`src/rtl/unet_ctrl_pkg.sv`:
```
// Shared definitions for the U-Net control-register AXI4-Lite responder:
// register offsets, CC bit positions, response codes and FSM state types.
package unet_ctrl_pkg;

    localparam logic [15:0] ID_OFS = 16'h0000;
    localparam logic [15:0] CC_OFS = 16'h3000;
    localparam logic [15:0] SP_OFS = 16'h4000;

    localparam int unsigned CC_START    = 0;
    localparam int unsigned CC_DONE     = 1;
    localparam int unsigned CC_BUSY     = 2;
    localparam int unsigned CC_IRQ_MASK = 3;

    localparam logic [1:0] RESP_OKAY   = 2'b00;
    localparam logic [1:0] RESP_SLVERR = 2'b10;

    typedef enum logic { W_IDLE, W_RESP } wr_state_t;
    typedef enum logic { R_IDLE, R_DATA } rd_state_t;

    typedef enum logic [1:0] { REG_ID, REG_CC, REG_SP, REG_NONE } reg_sel_t;

    // Word-address decode; byte offset bits [1:0] are already dropped.
    function automatic reg_sel_t decode(input logic [13:0] word);
        if (word == ID_OFS[15:2]) return REG_ID;
        if (word == CC_OFS[15:2]) return REG_CC;
        if (word == SP_OFS[15:2]) return REG_SP;
        return REG_NONE;
    endfunction

endpackage

```
`src/rtl/unet_ctrl_axil_slave_if.sv`:
```
// AXI4-Lite bus bundle between the PS-side master and the control-register responder.
interface unet_ctrl_axil_slave_if #(
    parameter int unsigned ADDR_W = 32
);
    logic [ADDR_W-1:0] awaddr;
    logic [2:0]        awprot;
    logic              awvalid;
    logic              awready;
    logic [31:0]       wdata;
    logic [3:0]        wstrb;
    logic              wvalid;
    logic              wready;
    logic [1:0]        bresp;
    logic              bvalid;
    logic              bready;
    logic [ADDR_W-1:0] araddr;
    logic [2:0]        arprot;
    logic              arvalid;
    logic              arready;
    logic [31:0]       rdata;
    logic [1:0]        rresp;
    logic              rvalid;
    logic              rready;

    modport slave (
        input  awaddr, awprot, awvalid, wdata, wstrb, wvalid, bready,
        input  araddr, arprot, arvalid, rready,
        output awready, wready, bresp, bvalid, arready, rdata, rresp, rvalid
    );

    modport master (
        output awaddr, awprot, awvalid, wdata, wstrb, wvalid, bready,
        output araddr, arprot, arvalid, rready,
        input  awready, wready, bresp, bvalid, arready, rdata, rresp, rvalid
    );
endinterface

```
`src/rtl/unet_ctrl_regs.sv`:
```
// Control register bank: ID (RO), CC (START pulse, sticky DONE, BUSY, optional
// IRQ_MASK) and SP (byte-writable base address). Optional interrupt output is
// enabled by defining UNET_AXIL_IRQ_EN.
module unet_ctrl_regs
    import unet_ctrl_pkg::*;
#(
    parameter logic [31:0] ID_VALUE = 32'h554E_0001,
    parameter logic [31:0] SP_RESET = 32'h4580_0000
) (
    input  logic        clk,
    input  logic        rst,
    input  logic        wr_en,
    input  logic [13:0] wr_addr,
    input  logic [31:0] wr_data,
    input  logic [3:0]  wr_strb,
    output logic [1:0]  wr_resp,
    input  logic [13:0] rd_addr,
    output logic [31:0] rd_data,
    output logic [1:0]  rd_resp,
    input  logic        busy,
    input  logic        done_pulse,
    output logic        start,
    output logic [31:0] base_addr
`ifdef UNET_AXIL_IRQ_EN
    ,
    output logic        irq
`endif
);

    logic [31:0] sp;
    logic        done_flag;
    logic        cc_hit;
    logic        sp_hit;

    assign cc_hit    = wr_en && (decode(wr_addr) == REG_CC);
    assign sp_hit    = wr_en && (decode(wr_addr) == REG_SP);
    assign base_addr = sp;
    assign wr_resp   = (decode(wr_addr) == REG_NONE) ? RESP_SLVERR : RESP_OKAY;

    // SP storage with per-byte strobes.
    always_ff @(posedge clk or posedge rst) begin
        if (rst) begin
            sp <= SP_RESET;
        end else if (sp_hit) begin
            for (int unsigned i = 0; i < 4; i++) begin
                if (wr_strb[i]) sp[8*i +: 8] <= wr_data[8*i +: 8];
            end
        end
    end

    // START pulse (suppressed while busy) and sticky DONE; a new done wins over W1C.
    always_ff @(posedge clk or posedge rst) begin
        if (rst) begin
            start     <= 1'b0;
            done_flag <= 1'b0;
        end else begin
            start     <= cc_hit && wr_data[CC_START] && !busy;
            done_flag <= done_pulse || (done_flag && !(cc_hit && wr_data[CC_DONE]));
        end
    end

`ifdef UNET_AXIL_IRQ_EN
    logic irq_mask;

    // IRQ mask register and registered interrupt output.
    always_ff @(posedge clk or posedge rst) begin
        if (rst) begin
            irq_mask <= 1'b0;
            irq      <= 1'b0;
        end else begin
            if (cc_hit) irq_mask <= wr_data[CC_IRQ_MASK];
            irq <= done_flag && irq_mask;
        end
    end
`endif

    // Read mux; unmapped offsets return zero with SLVERR.
    always_comb begin
        rd_data = '0;
        rd_resp = RESP_OKAY;
        case (decode(rd_addr))
            REG_ID: rd_data = ID_VALUE;
            REG_CC: begin
                rd_data[CC_DONE] = done_flag;
                rd_data[CC_BUSY] = busy;
`ifdef UNET_AXIL_IRQ_EN
                rd_data[CC_IRQ_MASK] = irq_mask;
`endif
            end
            REG_SP:  rd_data = sp;
            default: rd_resp = RESP_SLVERR;
        endcase
    end

endmodule

```
`src/rtl/unet_ctrl_axil_slave.sv`:
```
// AXI4-Lite responder for the U-Net accelerator control registers.
// Holds the write (AW/W -> B) and read (AR -> R) handshake FSMs; the register
// bank lives in unet_ctrl_regs. Define UNET_AXIL_IRQ_EN to add irq_o.
module unet_ctrl_axil_slave
    import unet_ctrl_pkg::*;
#(
    parameter int unsigned ADDR_W   = 32,
    parameter logic [31:0] ID_VALUE = 32'h554E_0001,
    parameter logic [31:0] SP_RESET = 32'h4580_0000
) (
    input  logic                         ACLK,
    input  logic                         ARESET,
    unet_ctrl_axil_slave_if.slave        Unet_S00_AXI,
    output logic                         start_o,
    output logic [31:0]                  base_addr_o,
    input  logic                         busy_i,
    input  logic                         done_i
`ifdef UNET_AXIL_IRQ_EN
    ,
    output logic                         irq_o
`endif
);

    wr_state_t   wr_state;
    rd_state_t   rd_state;
    logic        aw_have;
    logic        w_have;
    logic [13:0] aw_addr_q;
    logic [31:0] w_data_q;
    logic [3:0]  w_strb_q;
    logic        aw_take;
    logic        w_take;
    logic        ar_take;
    logic        wr_en;
    logic [13:0] wr_addr;
    logic [31:0] wr_data;
    logic [3:0]  wr_strb;
    logic [1:0]  wr_resp;
    logic [31:0] rd_data;
    logic [1:0]  rd_resp;
    logic        unused_bits;

    assign unused_bits = ^{Unet_S00_AXI.awprot, Unet_S00_AXI.arprot,
                           Unet_S00_AXI.awaddr[ADDR_W-1:16], Unet_S00_AXI.awaddr[1:0],
                           Unet_S00_AXI.araddr[ADDR_W-1:16], Unet_S00_AXI.araddr[1:0]};

    assign aw_take = (wr_state == W_IDLE) && Unet_S00_AXI.awvalid && Unet_S00_AXI.awready;
    assign w_take  = (wr_state == W_IDLE) && Unet_S00_AXI.wvalid && Unet_S00_AXI.wready;
    assign ar_take = (rd_state == R_IDLE) && Unet_S00_AXI.arvalid && Unet_S00_AXI.arready;

    // Commit uses a beat taken this cycle directly, so the update lands on the
    // same edge that completes the AW/W pair and bvalid follows one cycle later.
    assign wr_addr = aw_have ? aw_addr_q : Unet_S00_AXI.awaddr[15:2];
    assign wr_data = w_have ? w_data_q : Unet_S00_AXI.wdata;
    assign wr_strb = w_have ? w_strb_q : Unet_S00_AXI.wstrb;
    assign wr_en   = (wr_state == W_IDLE) && (aw_have || aw_take) && (w_have || w_take);

    // Write channel FSM: collect AW and W in any order, commit, hold B until bready.
    always_ff @(posedge ACLK or posedge ARESET) begin
        if (ARESET) begin
            wr_state             <= W_IDLE;
            aw_have              <= 1'b0;
            w_have               <= 1'b0;
            aw_addr_q            <= '0;
            w_data_q             <= '0;
            w_strb_q             <= '0;
            Unet_S00_AXI.awready <= 1'b1;
            Unet_S00_AXI.wready  <= 1'b1;
            Unet_S00_AXI.bvalid  <= 1'b0;
            Unet_S00_AXI.bresp   <= RESP_OKAY;
        end else begin
            case (wr_state)
                W_IDLE: begin
                    if (aw_take) begin
                        aw_have              <= 1'b1;
                        aw_addr_q            <= Unet_S00_AXI.awaddr[15:2];
                        Unet_S00_AXI.awready <= 1'b0;
                    end
                    if (w_take) begin
                        w_have              <= 1'b1;
                        w_data_q            <= Unet_S00_AXI.wdata;
                        w_strb_q            <= Unet_S00_AXI.wstrb;
                        Unet_S00_AXI.wready <= 1'b0;
                    end
                    if (wr_en) begin
                        wr_state            <= W_RESP;
                        Unet_S00_AXI.bvalid <= 1'b1;
                        Unet_S00_AXI.bresp  <= wr_resp;
                    end
                end
                W_RESP: begin
                    if (Unet_S00_AXI.bready) begin
                        wr_state             <= W_IDLE;
                        aw_have              <= 1'b0;
                        w_have               <= 1'b0;
                        Unet_S00_AXI.bvalid  <= 1'b0;
                        Unet_S00_AXI.awready <= 1'b1;
                        Unet_S00_AXI.wready  <= 1'b1;
                    end
                end
                default: wr_state <= W_IDLE;
            endcase
        end
    end

    // Read channel FSM: capture data at the AR handshake, hold R until rready.
    always_ff @(posedge ACLK or posedge ARESET) begin
        if (ARESET) begin
            rd_state             <= R_IDLE;
            Unet_S00_AXI.arready <= 1'b1;
            Unet_S00_AXI.rvalid  <= 1'b0;
            Unet_S00_AXI.rdata   <= '0;
            Unet_S00_AXI.rresp   <= RESP_OKAY;
        end else begin
            case (rd_state)
                R_IDLE: begin
                    if (ar_take) begin
                        rd_state             <= R_DATA;
                        Unet_S00_AXI.arready <= 1'b0;
                        Unet_S00_AXI.rvalid  <= 1'b1;
                        Unet_S00_AXI.rdata   <= rd_data;
                        Unet_S00_AXI.rresp   <= rd_resp;
                    end
                end
                R_DATA: begin
                    if (Unet_S00_AXI.rready) begin
                        rd_state             <= R_IDLE;
                        Unet_S00_AXI.rvalid  <= 1'b0;
                        Unet_S00_AXI.arready <= 1'b1;
                    end
                end
                default: rd_state <= R_IDLE;
            endcase
        end
    end

    unet_ctrl_regs #(
        .ID_VALUE (ID_VALUE),
        .SP_RESET (SP_RESET)
    ) u_regs (
        .clk        (ACLK),
        .rst        (ARESET),
        .wr_en      (wr_en),
        .wr_addr    (wr_addr),
        .wr_data    (wr_data),
        .wr_strb    (wr_strb),
        .wr_resp    (wr_resp),
        .rd_addr    (Unet_S00_AXI.araddr[15:2]),
        .rd_data    (rd_data),
        .rd_resp    (rd_resp),
        .busy       (busy_i),
        .done_pulse (done_i),
        .start      (start_o),
        .base_addr  (base_addr_o)
`ifdef UNET_AXIL_IRQ_EN
        ,
        .irq        (irq_o)
`endif
    );

endmodule

```
`src/flat_wrapper.sv`:
```
// flat-port wrapper written by rule: the top's interface ports become plain ports
module unet_ctrl_axil_slave_flat import unet_ctrl_pkg::*;
#(
    parameter int unsigned ADDR_W   = 32,
    parameter logic [31:0] ID_VALUE = 32'h554E_0001,
    parameter logic [31:0] SP_RESET = 32'h4580_0000
)
  (ACLK, ARESET, start_o, base_addr_o, busy_i, done_i, Unet_S00_AXI_awaddr, Unet_S00_AXI_awprot, Unet_S00_AXI_awvalid, Unet_S00_AXI_wdata, Unet_S00_AXI_wstrb, Unet_S00_AXI_wvalid, Unet_S00_AXI_bready, Unet_S00_AXI_araddr, Unet_S00_AXI_arprot, Unet_S00_AXI_arvalid, Unet_S00_AXI_rready, Unet_S00_AXI_awready, Unet_S00_AXI_wready, Unet_S00_AXI_bresp, Unet_S00_AXI_bvalid, Unet_S00_AXI_arready, Unet_S00_AXI_rdata, Unet_S00_AXI_rresp, Unet_S00_AXI_rvalid);
  unet_ctrl_axil_slave_if #(.ADDR_W(ADDR_W)) Unet_S00_AXI_i ();
  input  logic ACLK;
  input  logic ARESET;
  output logic start_o;
  output logic [31:0] base_addr_o;
  input  logic busy_i;
  input  logic done_i;
  input wire logic [$bits(Unet_S00_AXI_i.awaddr)-1:0] Unet_S00_AXI_awaddr;
  input wire logic [$bits(Unet_S00_AXI_i.awprot)-1:0] Unet_S00_AXI_awprot;
  input wire logic [$bits(Unet_S00_AXI_i.awvalid)-1:0] Unet_S00_AXI_awvalid;
  input wire logic [$bits(Unet_S00_AXI_i.wdata)-1:0] Unet_S00_AXI_wdata;
  input wire logic [$bits(Unet_S00_AXI_i.wstrb)-1:0] Unet_S00_AXI_wstrb;
  input wire logic [$bits(Unet_S00_AXI_i.wvalid)-1:0] Unet_S00_AXI_wvalid;
  input wire logic [$bits(Unet_S00_AXI_i.bready)-1:0] Unet_S00_AXI_bready;
  input wire logic [$bits(Unet_S00_AXI_i.araddr)-1:0] Unet_S00_AXI_araddr;
  input wire logic [$bits(Unet_S00_AXI_i.arprot)-1:0] Unet_S00_AXI_arprot;
  input wire logic [$bits(Unet_S00_AXI_i.arvalid)-1:0] Unet_S00_AXI_arvalid;
  input wire logic [$bits(Unet_S00_AXI_i.rready)-1:0] Unet_S00_AXI_rready;
  output wire logic [$bits(Unet_S00_AXI_i.awready)-1:0] Unet_S00_AXI_awready;
  output wire logic [$bits(Unet_S00_AXI_i.wready)-1:0] Unet_S00_AXI_wready;
  output wire logic [$bits(Unet_S00_AXI_i.bresp)-1:0] Unet_S00_AXI_bresp;
  output wire logic [$bits(Unet_S00_AXI_i.bvalid)-1:0] Unet_S00_AXI_bvalid;
  output wire logic [$bits(Unet_S00_AXI_i.arready)-1:0] Unet_S00_AXI_arready;
  output wire logic [$bits(Unet_S00_AXI_i.rdata)-1:0] Unet_S00_AXI_rdata;
  output wire logic [$bits(Unet_S00_AXI_i.rresp)-1:0] Unet_S00_AXI_rresp;
  output wire logic [$bits(Unet_S00_AXI_i.rvalid)-1:0] Unet_S00_AXI_rvalid;
  assign Unet_S00_AXI_i.awaddr = Unet_S00_AXI_awaddr;
  assign Unet_S00_AXI_i.awprot = Unet_S00_AXI_awprot;
  assign Unet_S00_AXI_i.awvalid = Unet_S00_AXI_awvalid;
  assign Unet_S00_AXI_i.wdata = Unet_S00_AXI_wdata;
  assign Unet_S00_AXI_i.wstrb = Unet_S00_AXI_wstrb;
  assign Unet_S00_AXI_i.wvalid = Unet_S00_AXI_wvalid;
  assign Unet_S00_AXI_i.bready = Unet_S00_AXI_bready;
  assign Unet_S00_AXI_i.araddr = Unet_S00_AXI_araddr;
  assign Unet_S00_AXI_i.arprot = Unet_S00_AXI_arprot;
  assign Unet_S00_AXI_i.arvalid = Unet_S00_AXI_arvalid;
  assign Unet_S00_AXI_i.rready = Unet_S00_AXI_rready;
  assign Unet_S00_AXI_awready = Unet_S00_AXI_i.awready;
  assign Unet_S00_AXI_wready = Unet_S00_AXI_i.wready;
  assign Unet_S00_AXI_bresp = Unet_S00_AXI_i.bresp;
  assign Unet_S00_AXI_bvalid = Unet_S00_AXI_i.bvalid;
  assign Unet_S00_AXI_arready = Unet_S00_AXI_i.arready;
  assign Unet_S00_AXI_rdata = Unet_S00_AXI_i.rdata;
  assign Unet_S00_AXI_rresp = Unet_S00_AXI_i.rresp;
  assign Unet_S00_AXI_rvalid = Unet_S00_AXI_i.rvalid;
  unet_ctrl_axil_slave #(.ADDR_W(ADDR_W), .ID_VALUE(ID_VALUE), .SP_RESET(SP_RESET)) u_core (.ACLK(ACLK), .ARESET(ARESET), .Unet_S00_AXI(Unet_S00_AXI_i), .start_o(start_o), .base_addr_o(base_addr_o), .busy_i(busy_i), .done_i(done_i));
endmodule
```
`config.mk`:
```
export PLATFORM = sky130hd
export DESIGN_NAME = unet_ctrl_axil_slave_flat
export DESIGN_NICKNAME = d
export VERILOG_FILES = /design/src/rtl/unet_ctrl_pkg.sv /design/src/rtl/unet_ctrl_axil_slave_if.sv /design/src/rtl/unet_ctrl_regs.sv /design/src/rtl/unet_ctrl_axil_slave.sv /design/src/flat_wrapper.sv
export SDC_FILE = /design/constraint.sdc
export NUM_CORES = 1
export LEC_CHECK = 0
export BUFFER_PORTS_ARGS = -buffer_cell sky130_fd_sc_hd__buf_2
export CELL_PAD_IN_SITES_DETAIL_PLACEMENT = 0
export CELL_PAD_IN_SITES_GLOBAL_PLACEMENT = 1
export CORE_MARGIN = 3
export CORE_UTILIZATION = 41
export DETAILED_ROUTE_END_ITERATION = 6
export GPL_TIMING_DRIVEN = 1
export PLACE_DENSITY_LB_ADDON = 0.3
export SYNTH_ARGS = -nofsm -noshare
export SYNTH_HDL_FRONTEND = slang
export SYNTH_HIERARCHICAL = 1
export SYNTH_SLANG_ARGS = --single-unit
```
`constraint.sdc`:
```
create_clock -name ACLK -period 3.95 [get_ports ACLK]
set_input_delay 0.395 -clock ACLK [delete_from_list [all_inputs] [get_ports ACLK]]
set_output_delay 0.395 -clock ACLK [all_outputs]
set_load 0.005 [all_outputs]
```
# After elaboration in Yosys (flattened, before gate mapping)
# Index checks and enable logic that the tools add are counted.
# totals
regBits	129
in_bits	115
wordCells	129
out_inout_bits	74
# op_classes
reduce_logical	35
n_bitwise	2
eq_ne	15
muxes	56
# ops
operator	n
case mux 29 bit (2 select lines)	1
2-to-1 mux 32 bit	1
== test 14 x 12 -> 1 bit (second input constant)	2
== test 14 x 13 -> 1 bit (second input constant)	2
logical NOT 14 bit	2
2-to-1 mux 2 bit	14
2-to-1 mux 1 bit	27
AND reduction 2 bit	12
case mux 1 bit (2 select lines)	10
logical AND 1 bit	14
2-to-1 mux 14 bit	1
== test 2 bit (second input constant)	3
inequality test 2 x 1 -> 1 bit (second input constant)	3
inequality test 2 bit (second input constant)	3
== test 2 x 1 -> 1 bit (second input constant)	2
2-to-1 mux 4 bit	1
case mux 2 bit (2 select lines)	1
logical OR 1 bit	3
OR reduction 3 bit	1
logical NOT 1 bit	2
logical NOT 2 bit	1
inverter 1 bit	2

# Depth between registers and ports, before layout
# Gate-level depths: netlist of the first run.
# logic_depth
ltp_word	15
ltp_mapped	9
mapped_depth_nobuf	7

# Hierarchy
# Netlist of the first run, hierarchy kept.
# by_module_without_submodules
module	n_inst	area_per_inst_um2	seq_area_each_um2	cells_per_inst
unet_ctrl_axil_slave	1	4204.0	2381.0	273
unet_ctrl_regs	1	1831.8	855.8	156

# Worst setup path before layout of the first run
# OpenSTA, ideal clock, no wires.
# synth_timing
path_type	reg-to-reg
from	register u_core.aw_have
to	register u_core.u_regs.sp[25] (netlist: u_core/u_regs/base_addr[25])
required_ns	3.825
path_stages_with_launch	8
n_path_buf	3
path_slack_ns	1.272
period_less_slack_ns	2.678
setup_ns	0.125
t_arrival_ns	2.553
path_cell_list	dfrtp_1 > buf_2 > buf_2 > mux2_2 > or4_1 > buf_2 > nor4_4 > mux2_2
# synth_between
elab_chain_cells	11
word_cells_on_any_way	21
classes_between	eq/ne: 3; mux: 12; reduce/logical: 6
# synth_lines
item	line	source
start, declared	unet_ctrl_axil_slave.sv:26	logic aw_have;
start signal, assigned	unet_ctrl_axil_slave.sv:62	aw_have <= 1'b0;
start signal, assigned	unet_ctrl_axil_slave.sv:75	aw_have <= 1'b1;
start signal, assigned	unet_ctrl_axil_slave.sv:94	aw_have <= 1'b0;
2-to-1 mux 14 bit (*)	unet_ctrl_axil_slave.sv:53	assign wr_addr = aw_have ? aw_addr_q : Unet_S00_AXI.awaddr[15:2];
via u_core.wr_addr[5]	unet_ctrl_axil_slave.sv:35	logic [13:0] wr_addr;
== test 14 x 13 -> 1 bit	unet_ctrl_pkg.sv:26	if (word == SP_OFS[15:2]) return REG_SP;
2-to-1 mux 1 bit (2 in a row)	unet_ctrl_pkg.sv:26	
2-to-1 mux 1 bit	unet_ctrl_pkg.sv:25	if (word == CC_OFS[15:2]) return REG_CC;
2-to-1 mux 2 bit	unet_ctrl_pkg.sv:27	return REG_NONE;
2-to-1 mux 2 bit	unet_ctrl_pkg.sv:26	
2-to-1 mux 2 bit (*)	unet_ctrl_pkg.sv:25	
== test 2 bit (*)	unet_ctrl_regs.sv:36	assign sp_hit = wr_en && (decode(wr_addr) == REG_SP);
logical AND 1 bit (*)	unet_ctrl_regs.sv:36	
AND reduction 2 bit (no source line) (*)	n/a	
end signal, assigned by index	unet_ctrl_regs.sv:46	if (wr_strb[i]) sp[8*i +: 8] <= wr_data[8*i +: 8];
end, declared	unet_ctrl_regs.sv:30	logic [31:0] sp;
# Mark *: on every way through the listed nets, which the timed path passes. The rest lies on a longest branch. The select of a mux whose other input is x is not followed.
# A chain may end at the register's enable or synchronous reset.

# Worst setup path in the final report of the first run
# Ends and elaborated chain as after synthesis.

==> tab_implementation.tex, run 1 <==
\begin{tabular}{lr}
\hline
Metric & Value \\
\hline
\multicolumn{2}{l}{\textbf{Synthesis}} \\
\quad Warning count from the yosys run & 6 \\
\quad Most frequent cell after synthesis & mux2\_2 \\
\quad Share of synthesized registers carrying an async set or reset & 100\% \\
\quad Synthesized flop and latch total & 129 \\
\quad Mapped Cells & 429 \\
\quad Most numerous cell types in the synthesized netlist & mux2\_2 (163), dfrtp\_1 (122), and2\_1 (21), buf\_2 (11), nor2\_1 (11) \\
\quad Leading post-synthesis cells by cell area & dfrtp\_1 (51\%), mux2\_2 (30\%), dfstp\_2 (3.0\%), and2\_1 (2.2\%), nor4\_4 (1.4\%) \\
\quad Share of Yosys cell area claimed by the top area cell type & between 50\% and 60\% \\
\quad Count of flip-flops with a built-in enable after synthesis & 0 \\
\quad Area of the mapped netlist & $\sim$6000 µm² \\
\quad Largest area contributor in the netlist & dfrtp\_1 \\
\quad Syn Area/Cell & around 14 µm² \\
\quad Ys flop type & dfrtp\_1 \\
\quad Number of distinct library cells after synthesis & 39 \\
\quad Seq/Total Area, Yosys & a little over half \\
\multicolumn{2}{l}{\textbf{CTS}} \\
\quad Setup fix buffers added after clock tree synthesis & 0 \\
\quad CTS tree & yes \\
\quad Max Root-Sink Buffers & 2 \\
\quad Worst-path clk slew & 50 ps \\
\quad Number of buffers inserted by hold repair at cts & 0 \\
\quad Sinks on the clock net & between 100 and 150 \\
\quad Clk Latency, worst-skew pair & approximately 400 ps \\
\quad Post\_cts resized & 0 \\
\quad Clock root buffer master & clkbuf\_16 \\
\quad Number of clock buffers inserted by TritonCTS & 17 \\
\quad H-tree Lvls & 4 \\
\multicolumn{2}{l}{\textbf{Detailed routing}} \\
\quad Wire per inst & between 15 and 20 µm \\
\quad Initial drt markers & between 100 and 150 \\
\quad Highest Signal Layer & met5 \\
\quad Antenna-violating nets left & 0 \\
\quad 1st-pass router iterations & 4 \\
\quad Met3 Wirelength & between 700 and 800 µm \\
\quad Final routed wirelength across all metal layers & 13.9 mm \\
\quad Routed length on met1 & about 5.8 mm \\
\quad Total number of vias & about 3,900 \\
\quad Met2 WL post-DR & 7.19 mm \\
\quad DRC Markers & 0 \\
\quad Vias per cell & $\sim$5.1 \\
\multicolumn{2}{l}{\textbf{Cells and area}} \\
\quad Nets & 696 \\
\quad Layout filler cell count & approximately 1,300 \\
\quad Final std cell area, no fill & between 7000 and 8000 µm² \\
\quad Area growth from synthesis to layout & 24.2\% \\
\quad Number of standard cells in the final layout excluding fillers & slightly below 800 \\
\quad Proportion of layout cells with a drive suffix above 1 & slightly above 60\% \\
\quad Finished Core Util & 53.0\% \\
\multicolumn{2}{l}{\textbf{STA}} \\
\quad Worst-case headroom to the max-slew limit & around 20\% \\
\quad Highest clock frequency the design can meet & between 300 and 400 MHz \\
\quad Post-route fraction of the period consumed by the critical path & between 80\% and 90\% \\
\quad Final Setup Violations & 0 \\
\quad Post-route setup TNS & 0 ps \\
\quad Unrepaired setup endpoints after global routing & false \\
\quad Worst slew pin tran & 1200 ps \\
\quad Count of final hold-check violations & 0 \\
\quad Max-slew violations & 0 \\
\quad Worst clock skew & around 5.5 ps \\
\quad Min Clock Period, post-route & 3190 ps \\
\multicolumn{2}{l}{\textbf{Floorplan}} \\
\quad Initial core utilization & 42.7\% \\
\quad I/O pins & approximately 190 \\
\quad Std-Cell Rows & 43 \\
\quad DIE AREA & 16,200 µm² \\
\quad Die W & between 100 and 150 µm \\
\quad Vertical extent of the die & approximately 130 µm \\
\quad Placeable core area & approximately 14,000 µm² \\
\multicolumn{2}{l}{\textbf{Worst hold path}} \\
\quad Worst min path class & in -> async \\
\multicolumn{2}{l}{\textbf{Run}} \\
\quad Number of violations of the max-capacitance limit & 0 \\
\multicolumn{2}{l}{\textbf{GRT}} \\
\quad Maximum number of pins on one net before global-route repair & between 50 and 60 \\
\quad Number of antenna violations at the first check in global routing & 3 \\
\quad Total routing usage reported by global routing & between 15 and 20\% \\
\quad First-pass GRT wire length & around 22 mm \\
\quad Via count of the first global-routing pass & $\sim$4,200 \\
\quad Total global routing overflow & 0 \\
\multicolumn{2}{l}{\textbf{Critical path}} \\
\quad Start point of the critical path & u\_core/aw\_have \\
\quad Startpoint type of the worst setup path & register \\
\quad Type of element capturing the critical path & register \\
\quad Crit path max fanout & 16 \\
\quad Worst Path Arrival & around 3500 ps \\
\quad Crit Path Category & reg -> reg \\
\quad Reg-to-reg critical path startpoint & u\_core/aw\_have \\
\quad Data required time at the worst endpoint & 4240 ps \\
\multicolumn{2}{l}{\textbf{Place}} \\
\quad DP Wirelength & just under 10 mm \\
\quad Count of buffers inserted at the top-level ports & around 150 \\
\quad Placed insts & approximately 740 \\
\quad Cell Area, Placed & 6900 µm² \\
\quad Last weighted congestion value of the routability-driven placer & between 0.7 and 0.8 \\
\multicolumn{2}{l}{\textbf{Pwr}} \\
\quad Pwr per Cell Area & 614 nW/µm² \\
\quad Static Leakage & about 3.8 nW \\
\quad Peak ir drop on the vdd network & approximately 380 µV \\
\quad Total power draw & 4.60 mW \\
\multicolumn{2}{l}{\textbf{Outcome}} \\
\quad Run status & complete, no violations \\
\hline
\end{tabular}
[where the power goes]
group / leakage [nW] / total (mW) / internal (mW) / switching, mW
sequential: 1.64 / 1.88 / 1.66 / 0.214
combinational: 1.82 / 1.17 / 0.693 / 0.474
clock: 0.297 / 1.56 / 1.03 / 0.533
[sequential cells by signal (all words and copies together), names as in the netlist, 2 cells and up]
name	count
u_core/w_strb_q	4
u_core/u_regs/base_addr	32
u_core/Unet_S00_AXI.rresp	2
u_core/Unet_S00_AXI.bresp	2
u_core/aw_addr_q	14
u_core/Unet_S00_AXI.rdata	32
u_core/w_data_q	32
[critical path: stages, from the launching register on]
cell	delay [ps]
dfrtp_1	740
mux2_2	400
or4_1	750
nor4_4	770
mux2_2	410
[routing by layer]
layer | vias to the layer above | track usage (%)
li1 | 1832 | -
met1 | 1997 | 21.5
met2 | 90 | 30.7
met3 | 14 | 5.18
met4 | 2 | 5.62
met5 | - | 0
[placed cells by master (no fill, tap or decap), types with 2 or more instances in the layout]
| master | instances |
|---|---|
| inv_1 | 7 |
| nor4_1 | 2 |
| nor4_4 | 4 |
| dfstp_2 | 7 |
| nor3_1 | 3 |
| dfrtp_1 | 121 |
| buf_4 | 6 |
| clkbuf_1 | 4 |
| conb_1 | 2 |
| clkinv_1 | 2 |
| nor2_1 | 11 |
| clkbuf_8 | 6 |
| nand3b_4 | 2 |
| mux2_4 | 2 |
| or4_1 | 2 |
| a21o_2 | 2 |
| a22oi_1 | 2 |
| nor2b_1 | 2 |
| ha_1 | 4 |
| and4b_1 | 2 |
| clkbuf_16 | 17 |
| mux2_2 | 163 |
| and2_1 | 21 |
| buf_2 | 146 |
| o21ai_0 | 8 |
| or4b_2 | 4 |
| nand2_1 | 7 |
| or3_1 | 2 |
| a21oi_1 | 10 |
| bufinv_16 | 2 |
| clkinv_2 | 3 |
| diode_2 | 2 |
| mux2_1 | 3 |
[kinds of logic (layout without fill, tap and decap cells)]
kind of cell    Yosys count  count (layout)  synth area share [%]
compound gates           25              25                  2.63
fa+ha+maj                 4               4                 0.829
other cells               1               4                0.0621
xor+xnor                  1               1                 0.145
buf+inv                  34             194                  3.09
mux                     168             168                  31.5
flops                   129             129                  53.6
simple gates             67              67                  8.15
[per-stage QoR]
| step | setup WS [ps] | hold WS [ps] |
|---|---|---|
| after floorplan | 1080 | 459 |
| after global placement | 788 | 457 |
| after detailed placement | 703 | 472 |
| after CTS | 721 | 133 |
| after global routing | 553 | 170 |
| final | 758 | 130 |
[final timing paths]
check                      depth (start not counted)                            to  slack, ps
max                                                4   u_core/u_regs/base_addr[25]        760
min                                                3   u_core/u_regs/base_addr[16]        130
max reg2reg                                        4   u_core/u_regs/base_addr[25]        760
min reg2reg                                        2    u_core/Unet_S00_AXI.rvalid        480
max in group asynchronous                          3  u_core/Unet_S00_AXI.rdata[2]       2970
min in group ACLK                                  2   u_core/Unet_S00_AXI.arready        190
[final cells by class]
class                   instances  area, µm²  area share (%)
flip-flops and latches        129       3240            43.2
multi-input cells             267       2620            34.9
repair buffers                152        776            10.3
clock buffers                  27        523            6.97
well taps                     180        225            3.00
clock inverters                 5       75.1            1.00
inverters                      10       40.0           0.534
diodes                          2       5.00          0.0667
Note: power is estimated with default switching activity, not from simulation.
==> run 2, diff against run 1 <==
Settings changed: ABC_AREA set to 1, CORE_UTILIZATION 41 to 37.
Clock period 3.95 ns to 2.97 ns, I/O delays scaled along.
==> run 2 against run 1 <==
The flow now finishes with violations (hold timing). Clock skew up 3.3 ps. Worst hold slack worse by 140 ps. Core utilization down 5.9 points. Wire length up 5.2%. Die area up 13%. Clock power up 33%. Worst setup slack worse by 200 ps. Register-to-register slack worse by 200 ps. Cell area up 1.7%. Maximum frequency up 32%. Final cell count up 48%. Largest cell class unchanged. Largest power group unchanged. Highest routed layer is now met4.
==> tab_implementation.tex, run 2 <==
\begin{tabular}{lr}
\hline
Metric & Value \\
\hline
\multicolumn{2}{l}{\textbf{Outcome}} \\
\quad Run status & complete, but fails checks \\
\quad Violated checks & hold timing \\
\multicolumn{2}{l}{\textbf{Cells and area}} \\
\quad Nets & around 1,000 \\
\quad Antenna diode count & 0 \\
\quad Commonest non-fill, non-tap cell in the layout & nand2\_1 \\
\quad Most frequent cells in the layout & nand2\_1 (248), buf\_2 (146), inv\_1 (123) \\
\quad Layout filler cell count & $\sim$1,700 \\
\quad Register area & 3240 µm² \\
\quad Total area of multi-input combinational cells & about 2200 µm² \\
\quad Area growth from synthesis to layout & 22.7\% \\
\quad Proportion of layout cells with a drive suffix above 1 & about a quarter \\
\multicolumn{2}{l}{\textbf{Floorplan}} \\
\quad DIE AREA & approximately 18,000 µm² \\
\quad Placeable core area & between 15,000 and 20,000 µm² \\
\quad I/O pins & around 190 \\
\quad Initial core utilization & around 38\% \\
\quad Die W & $\sim$140 µm \\
\quad Std-Cell Rows & 46 \\
\quad Vertical extent of the die & 136 µm \\
\multicolumn{2}{l}{\textbf{STA}} \\
\quad Worst-case headroom to the max-slew limit & about a quarter \\
\quad Highest clock frequency the design can meet & about 410 MHz \\
\quad Worst slew pin tran & about 1100 ps \\
\quad Max-slew violations & 0 \\
\quad Worst clock skew & between 8 and 9 ps \\
\quad Count of final hold-check violations & 3 \\
\quad Unrepaired setup endpoints after global routing & false \\
\quad Post-route setup TNS & 0 ps \\
\quad Min Clock Period, post-route & roughly 2400 ps \\
\quad Post-route fraction of the period consumed by the critical path & between 80\% and 90\% \\
\quad Hold Slack & -13.8 ps \\
\quad Final Setup Violations & 0 \\
\multicolumn{2}{l}{\textbf{Synthesis}} \\
\quad Leading post-synthesis cells by cell area & dfrtp\_1 (49\%), nand2\_1 (15\%), o21ai\_0 (9.7\%), inv\_1 (7.5\%), dfstp\_2 (3.0\%) \\
\quad Mapped Cells & 783 \\
\quad Number of distinct library cells after synthesis & 27 \\
\quad Warning count from the yosys run & 6 \\
\quad Syn Area/Cell & slightly below 8 µm² \\
\quad Synthesized flop and latch total & between 100 and 150 \\
\quad Area of the mapped netlist & 6210 µm² \\
\quad Count of flip-flops with a built-in enable after synthesis & 0 \\
\quad Most frequent cell after synthesis & nand2\_1 \\
\quad Share of synthesized registers carrying an async set or reset & 100\% \\
\quad Most numerous cell types in the synthesized netlist & nand2\_1 (248), inv\_1 (124), dfrtp\_1 (122), o21ai\_0 (120), nand3\_1 (36) \\
\quad Ys flop type & dfrtp\_1 \\
\quad Share of Yosys cell area claimed by the top area cell type & 49.2\% \\
\quad Largest area contributor in the netlist & dfrtp\_1 \\
\quad Seq/Total Area, Yosys & a little over half \\
\multicolumn{2}{l}{\textbf{Critical path}} \\
\quad Cell type group with the largest total delay on the critical path & compound AO/OA/AOI/OAI gates \\
\quad Crit path max fanout & 33 \\
\quad WP buf/inv & 0 \\
\quad Worst Path Arrival & between 2000 and 3000 ps \\
\quad Data required time at the worst endpoint & about 3300 ps \\
\quad Highest cell delay on the worst timing path & approximately 960 ps \\
\quad Cell with the largest stage delay on the worst path & o21ai\_0 \\
\quad Crit-path cells & o21ai\_0, nand4\_1, nand2\_1, nand2\_1 \\
\quad Crit Path Category & reg -> reg \\
\quad Crit-path most repeated cell & nand2\_1 \\
\quad Type of element capturing the critical path & register \\
\quad Startpoint type of the worst setup path & register \\
\multicolumn{2}{l}{\textbf{CTS}} \\
\quad Number of buffers inserted by hold repair at cts & 0 \\
\quad Max Root-Sink Buffers & 2 \\
\quad Post\_cts resized & 0 \\
\quad Worst-path clk slew & around 60 ps \\
\quad Clk Latency, worst-skew pair & roughly 410 ps \\
\quad Sinks on the clock net & $\sim$130 \\
\quad CTS tree & yes \\
\quad Setup fix buffers added after clock tree synthesis & 0 \\
\quad Clock root buffer master & clkbuf\_16 \\
\quad Number of clock buffers inserted by TritonCTS & 17 \\
\quad H-tree Lvls & 4 \\
\multicolumn{2}{l}{\textbf{Worst hold path}} \\
\quad Worst min path class & in -> async \\
\multicolumn{2}{l}{\textbf{Detailed routing}} \\
\quad DRC Markers & 0 \\
\quad Met2 WL post-DR & approximately 5.9 mm \\
\quad Routed length on met1 & 7.79 mm \\
\quad Met3 Wirelength & between 700 and 800 µm \\
\quad Highest Signal Layer & met4 \\
\quad Wire per inst & around 13 µm \\
\quad Antenna-violating nets left & 0 \\
\quad Initial drt markers & 300 \\
\quad 1st-pass router iterations & 4 \\
\quad Final routed wirelength across all metal layers & between 10 and 15 mm \\
\quad Vias per cell & between 4 and 5 \\
\quad Total number of vias & about 5,000 \\
\multicolumn{2}{l}{\textbf{Pwr}} \\
\quad Logic gate share of total power & about a quarter \\
\quad Peak ir drop on the vdd network & roughly 550 µV \\
\quad Static Leakage & between 4 and 5 nW \\
\quad Portion of total power attributed to sequential cells & about two fifths \\
\quad Pwr per Cell Area & roughly 800 nW/µm² \\
\quad Sw Share & roughly a third \\
\quad Total internal power & about 4 mW \\
\quad Net switching power & roughly 2.1 mW \\
\quad Portion of total power attributed to the clock network & 34.1\% \\
\multicolumn{2}{l}{\textbf{GRT}} \\
\quad Total routing usage reported by global routing & between 10\% and 20\% \\
\quad Via count of the first global-routing pass & between 4,000 and 5,000 \\
\quad Number of antenna violations at the first check in global routing & 0 \\
\quad First-pass GRT wire length & roughly 24 mm \\
\quad Maximum number of pins on one net before global-route repair & 96 \\
\quad Total global routing overflow & 0 \\
\multicolumn{2}{l}{\textbf{Place}} \\
\quad Last weighted congestion value of the routability-driven placer & approximately 0.77 \\
\quad Count of buffers inserted at the top-level ports & around 150 \\
\quad DP Wirelength & between 10 and 15 mm \\
\multicolumn{2}{l}{\textbf{Run}} \\
\quad Number of violations of the max-capacitance limit & 0 \\
\hline
\end{tabular}
run 2: kinds of logic (layout without fill, tap and decap cells):
group                    Yosys count  in the layout  share of synthesized area (%)
AO/OA/AOI/OAI                    154            154                           13.4
flip-flops                       129            129                           52.1
other                              1              2                         0.0604
adder cells (fa/ha/maj)            4              4                          0.806
buffers and inverters            168            314                           12.2
AND/OR/NAND/NOR                  327            327                           21.5
run 2: power groups by stage:
stage,clock (mW),sequential [mW],combinational [mW]
after floorplan,0,2.40,1.34
after global placement,0,2.52,1.50
after detailed placement,0,2.53,1.54
after CTS,2.12,2.51,1.54
after global routing,2.22,2.57,1.78
final,2.08,2.50,1.52
run 2: per-layer routing:
layer  track usage, %  vias to the layer above
li1                 -                     2694
met1             25.8                     2184
met2             22.1                      124
met3             3.71                       13
met4             5.54                        0
met5                0                        -
run 2: through the flow:
stage | worst slack, ps | total power, mW | area [µm²] | utilization, % | instances
after floorplan | 201 | 3.74 | 6210 | - | 784
after global placement | 582 | 4.02 | 7020 | 43.4 | 1114
after detailed placement | 567 | 4.07 | 7020 | 43.4 | 1114
after CTS | 556 | 6.17 | 7620 | 47.1 | 1146
after global routing | 189 | 6.57 | 7620 | 47.1 | 1146
final | 557 | 6.11 | 7620 | 47.1 | 1146
run 2: worst reg2reg max path: cells and delay by family, from the launching register on:
kind | cells | cell delay [ps]
AO/OA/AOI/OAI | 1 | 970
flip-flops | 1 | 590
AND/OR/NAND/NOR | 3 | 730
run 2: layout make-up:
cell class	instances	share of cell area [%]
sequential	129	42.5
multi-input combinational	487	29.1
timing repair buffer	156	10.7
inverter	126	6.24
clock buffer	20	6.12
tap	216	3.55
clock inverter	12	1.76
run 2: worst paths after layout:
path,start,to,slack (ps),cells after the start
max in group asynchronous,ARESET,u_core/w_have,2530,3
setup / recovery,u_core/w_have,u_core/u_regs/base_addr[12],560,4
min in group ACLK,Unet_S00_AXI_rready,u_core/rd_state,90,2
hold / removal,ARESET,u_core/Unet_S00_AXI.rdata[9],-10,3
setup reg to reg,u_core/w_have,u_core/u_regs/base_addr[12],560,4
hold reg to reg,u_core/Unet_S00_AXI.rdata[29],u_core/Unet_S00_AXI.rdata[29],480,2
==> run 3, diff against run 2 <==
Settings changed: CORE_UTILIZATION 37 to 33.
Clock period 2.97 ns to 2.1 ns, I/O delays scaled along.
==> run 3 against run 2 <==
The run now ends clean. Sequential power increased by 38%. Clock power increased by 45%. Maximum frequency increased by 31%. Sequential share of layout area decreased by 1.1 points.
==> tab_implementation.tex, run 3 (synthesis results as in run 2) <==
\begin{tabular}{lr}
\hline
Metric & Value \\
\hline
\multicolumn{2}{l}{\textbf{Critical path}} \\
\quad Crit-path most repeated cell & nand2\_1 \\
\quad Startpoint type of the worst setup path & register \\
\quad Reg-to-reg endpoint & u\_core/u\_regs/base\_addr[31] \\
\quad Critical path depth in cells & 9 \\
\quad End of the critical path & u\_core/u\_regs/base\_addr[31] \\
\quad Highest cell delay on the worst timing path & roughly 420 ps \\
\quad Start point of the critical path & u\_core/aw\_have \\
\quad Type of element capturing the critical path & register \\
\quad Crit Path Category & reg -> reg \\
\quad Internal reg-to-reg setup slack & about 250 ps \\
\quad Worst reg-to-reg path cell count & 9 \\
\quad Worst Path Arrival & 2140 ps \\
\quad Crit path max fanout & 28 \\
\quad Cell with the largest stage delay on the worst path & dfrtp\_1 \\
\quad Cell type group with the largest total delay on the critical path & simple AND/OR/NAND/NOR gates \\
\quad Data required time at the worst endpoint & 2400 ps \\
\quad Reg-to-reg critical path startpoint & u\_core/aw\_have \\
\quad Crit-path cells & buf\_12, nand2\_1, o21ai\_0, nor2\_1, nand2\_1, nor2\_4, nand4\_1, nand2\_1, nand2\_1 \\
\quad WP buf/inv & 1 \\
\multicolumn{2}{l}{\textbf{Detailed routing}} \\
\quad Total number of vias & roughly 5,000 \\
\quad Wire per inst & around 13 µm \\
\quad 1st-pass router iterations & 5 \\
\quad Antenna-violating nets left & 0 \\
\quad Initial drt markers & approximately 190 \\
\quad Final routed wirelength across all metal layers & roughly 15 mm \\
\quad Vias per cell & 4.28 \\
\quad DRC Markers & 0 \\
\multicolumn{2}{l}{\textbf{GRT}} \\
\quad Via count of the first global-routing pass & between 4,000 and 5,000 \\
\quad First-pass GRT wire length & 25.0 mm \\
\quad Maximum number of pins on one net before global-route repair & 75 \\
\quad Total global routing overflow & 0 \\
\quad Number of antenna violations at the first check in global routing & 0 \\
\quad Total routing usage reported by global routing & $\sim$15\% \\
\multicolumn{2}{l}{\textbf{Cells and area}} \\
\quad Register area & 3240 µm² \\
\quad Finished Core Util & between 40\% and 50\% \\
\quad Nets & roughly 1,100 \\
\quad Layout filler cell count & $\sim$1,900 \\
\quad Antenna diode count & 0 \\
\quad Commonest non-fill, non-tap cell in the layout & nand2\_1 \\
\quad Total area of multi-input combinational cells & between 2000 and 2500 µm² \\
\quad Area growth from synthesis to layout & 26.1\% \\
\quad Proportion of layout cells with a drive suffix above 1 & between 20\% and 30\% \\
\quad Most frequent cells in the layout & nand2\_1 (248), buf\_2 (146), inv\_1 (123) \\
\multicolumn{2}{l}{\textbf{Floorplan}} \\
\quad I/O pins & 189 \\
\quad Die W & around 140 µm \\
\quad Vertical extent of the die & about 140 µm \\
\quad DIE AREA & slightly above 20,000 µm² \\
\quad Initial core utilization & between 30 and 40\% \\
\quad Std-Cell Rows & roughly 50 \\
\quad Placeable core area & 18,200 µm² \\
\multicolumn{2}{l}{\textbf{STA}} \\
\quad Hold Slack & roughly 40 ps \\
\quad Highest clock frequency the design can meet & 542 MHz \\
\quad Post-route setup TNS & 0 ps \\
\quad Worst-case headroom to the max-slew limit & about half \\
\quad Max-slew violations & 0 \\
\quad Worst slew pin tran & 753 ps \\
\quad Post-route fraction of the period consumed by the critical path & between 80\% and 90\% \\
\quad Count of final hold-check violations & 0 \\
\quad Final Setup Violations & 0 \\
\quad Min Clock Period, post-route & 1850 ps \\
\quad Unrepaired setup endpoints after global routing & false \\
\quad Worst clock skew & between 10 and 15 ps \\
\multicolumn{2}{l}{\textbf{CTS}} \\
\quad Number of clock buffers inserted by TritonCTS & 17 \\
\quad H-tree Lvls & 4 \\
\quad Worst-path clk slew & 60 ps \\
\quad Clock root buffer master & clkbuf\_16 \\
\quad Max Root-Sink Buffers & 2 \\
\quad CTS tree & yes \\
\quad Sinks on the clock net & around 130 \\
\quad Clk Latency, worst-skew pair & $\sim$400 ps \\
\multicolumn{2}{l}{\textbf{Place}} \\
\quad Count of buffers inserted at the top-level ports & approximately 150 \\
\quad Last weighted congestion value of the routability-driven placer & approximately 0.7 \\
\quad DP Wirelength & around 11 mm \\
\multicolumn{2}{l}{\textbf{Pwr}} \\
\quad Static Leakage & 4.27 nW \\
\quad Pwr per Cell Area & between 1000 and 1500 nW/µm² \\
\quad Peak ir drop on the vdd network & between 600 and 700 µV \\
\multicolumn{2}{l}{\textbf{Run}} \\
\quad Number of violations of the max-capacitance limit & 0 \\
\multicolumn{2}{l}{\textbf{Worst hold path}} \\
\quad Worst min path class & in -> reg \\
\multicolumn{2}{l}{\textbf{Outcome}} \\
\quad Run status & complete, no violations \\
\hline
\end{tabular}
-- run 3: changes by cell type in the layout (fill, tap and decap cells not counted) --
| cell | previous run | this run |
|---|---|---|
| clkbuf_1 | 0 | 1 |
| buf_4 | 9 | 16 |
| nor2_4 | 2 | 3 |
| inv_6 | 0 | 1 |
| clkbuf_8 | 3 | 2 |
| inv_4 | 1 | 0 |
| clkinvlp_4 | 5 | 4 |
| nor2_2 | 2 | 1 |
| buf_12 | 1 | 5 |
| dlygate4sd3_1 | 0 | 4 |
| bufinv_16 | 2 | 3 |
-- run 3: routing by layer --
| metal | track usage (%) | routed length, µm |
|---|---|---|
| met2 | 21.8 | 6420 |
| met3 | 3.72 | 695 |
| met4 | 4.50 | 136 |
| met5 | 0 | 0 |
| met1 | 23.4 | 7980 |
-- run 3: worst min-delay path by stage --
| stage | startpoint | end | slack (ps) | cells after the start |
|---|---|---|---|---|
| after floorplan | Unet_S00_AXI_rready | u_core/rd_state | 310 | 1 |
| after global placement | ARESET | u_core/w_data_q[14] | 270 | 2 |
| after detailed placement | ARESET | u_core/w_data_q[14] | 270 | 2 |
| after CTS | busy_i | u_core/u_regs/start | 20 | 4 |
| after global routing | busy_i | u_core/u_regs/start | 50 | 4 |
| final | busy_i | u_core/u_regs/start | 40 | 4 |
-- run 3: cell type report --
type	instances	area share, %
Sequential cell	129	41.3
Multi-Input combinational cell	487	28.4
Timing Repair Buffer	171	12.7
Inverter	126	6.09
Clock buffer	20	5.83
Tap cell	229	3.66
Clock inverter	12	2.01
-- run 3: worst reg2reg max path: cells and delay by family, from the launching register on --
| kind | cells | cell delay, ps |
|---|---|---|
| DFF | 1 | 420 |
| AOI/OAI and AO/OA | 1 | 70 |
| buffers and inverters | 1 | 180 |
| and+or+nand+nor | 7 | 1060 |
-- run 3: power by group --
part / internal [mW] / switching, mW
Combinational: 0.868 / 1.52
Clock: 1.93 / 1.09
Sequential: 3.10 / 0.354
-- run 3: repair_timing --
action,CTS,global route
setup buffers,0,3
resized for setup,0,1
hold endpoints to repair,47,0
hold buffers,4,0
setup endpoints to repair,0,30
-- run 3: metrics by stage --
step | cell area (µm²) | power [mW] | std cells | worst slack [ps]
2_1_floorplan | 6220 | 5.29 | 784 | 351
3_3_place_gp | 7150 | 5.84 | 1135 | 129
3_5_place_dp | 7150 | 5.90 | 1135 | 105
4_1_cts | 7800 | 9.00 | 1171 | 85.9
5_1_grt | 7830 | 9.56 | 1174 | 34.7
6_report | 7830 | 8.87 | 1174 | 254
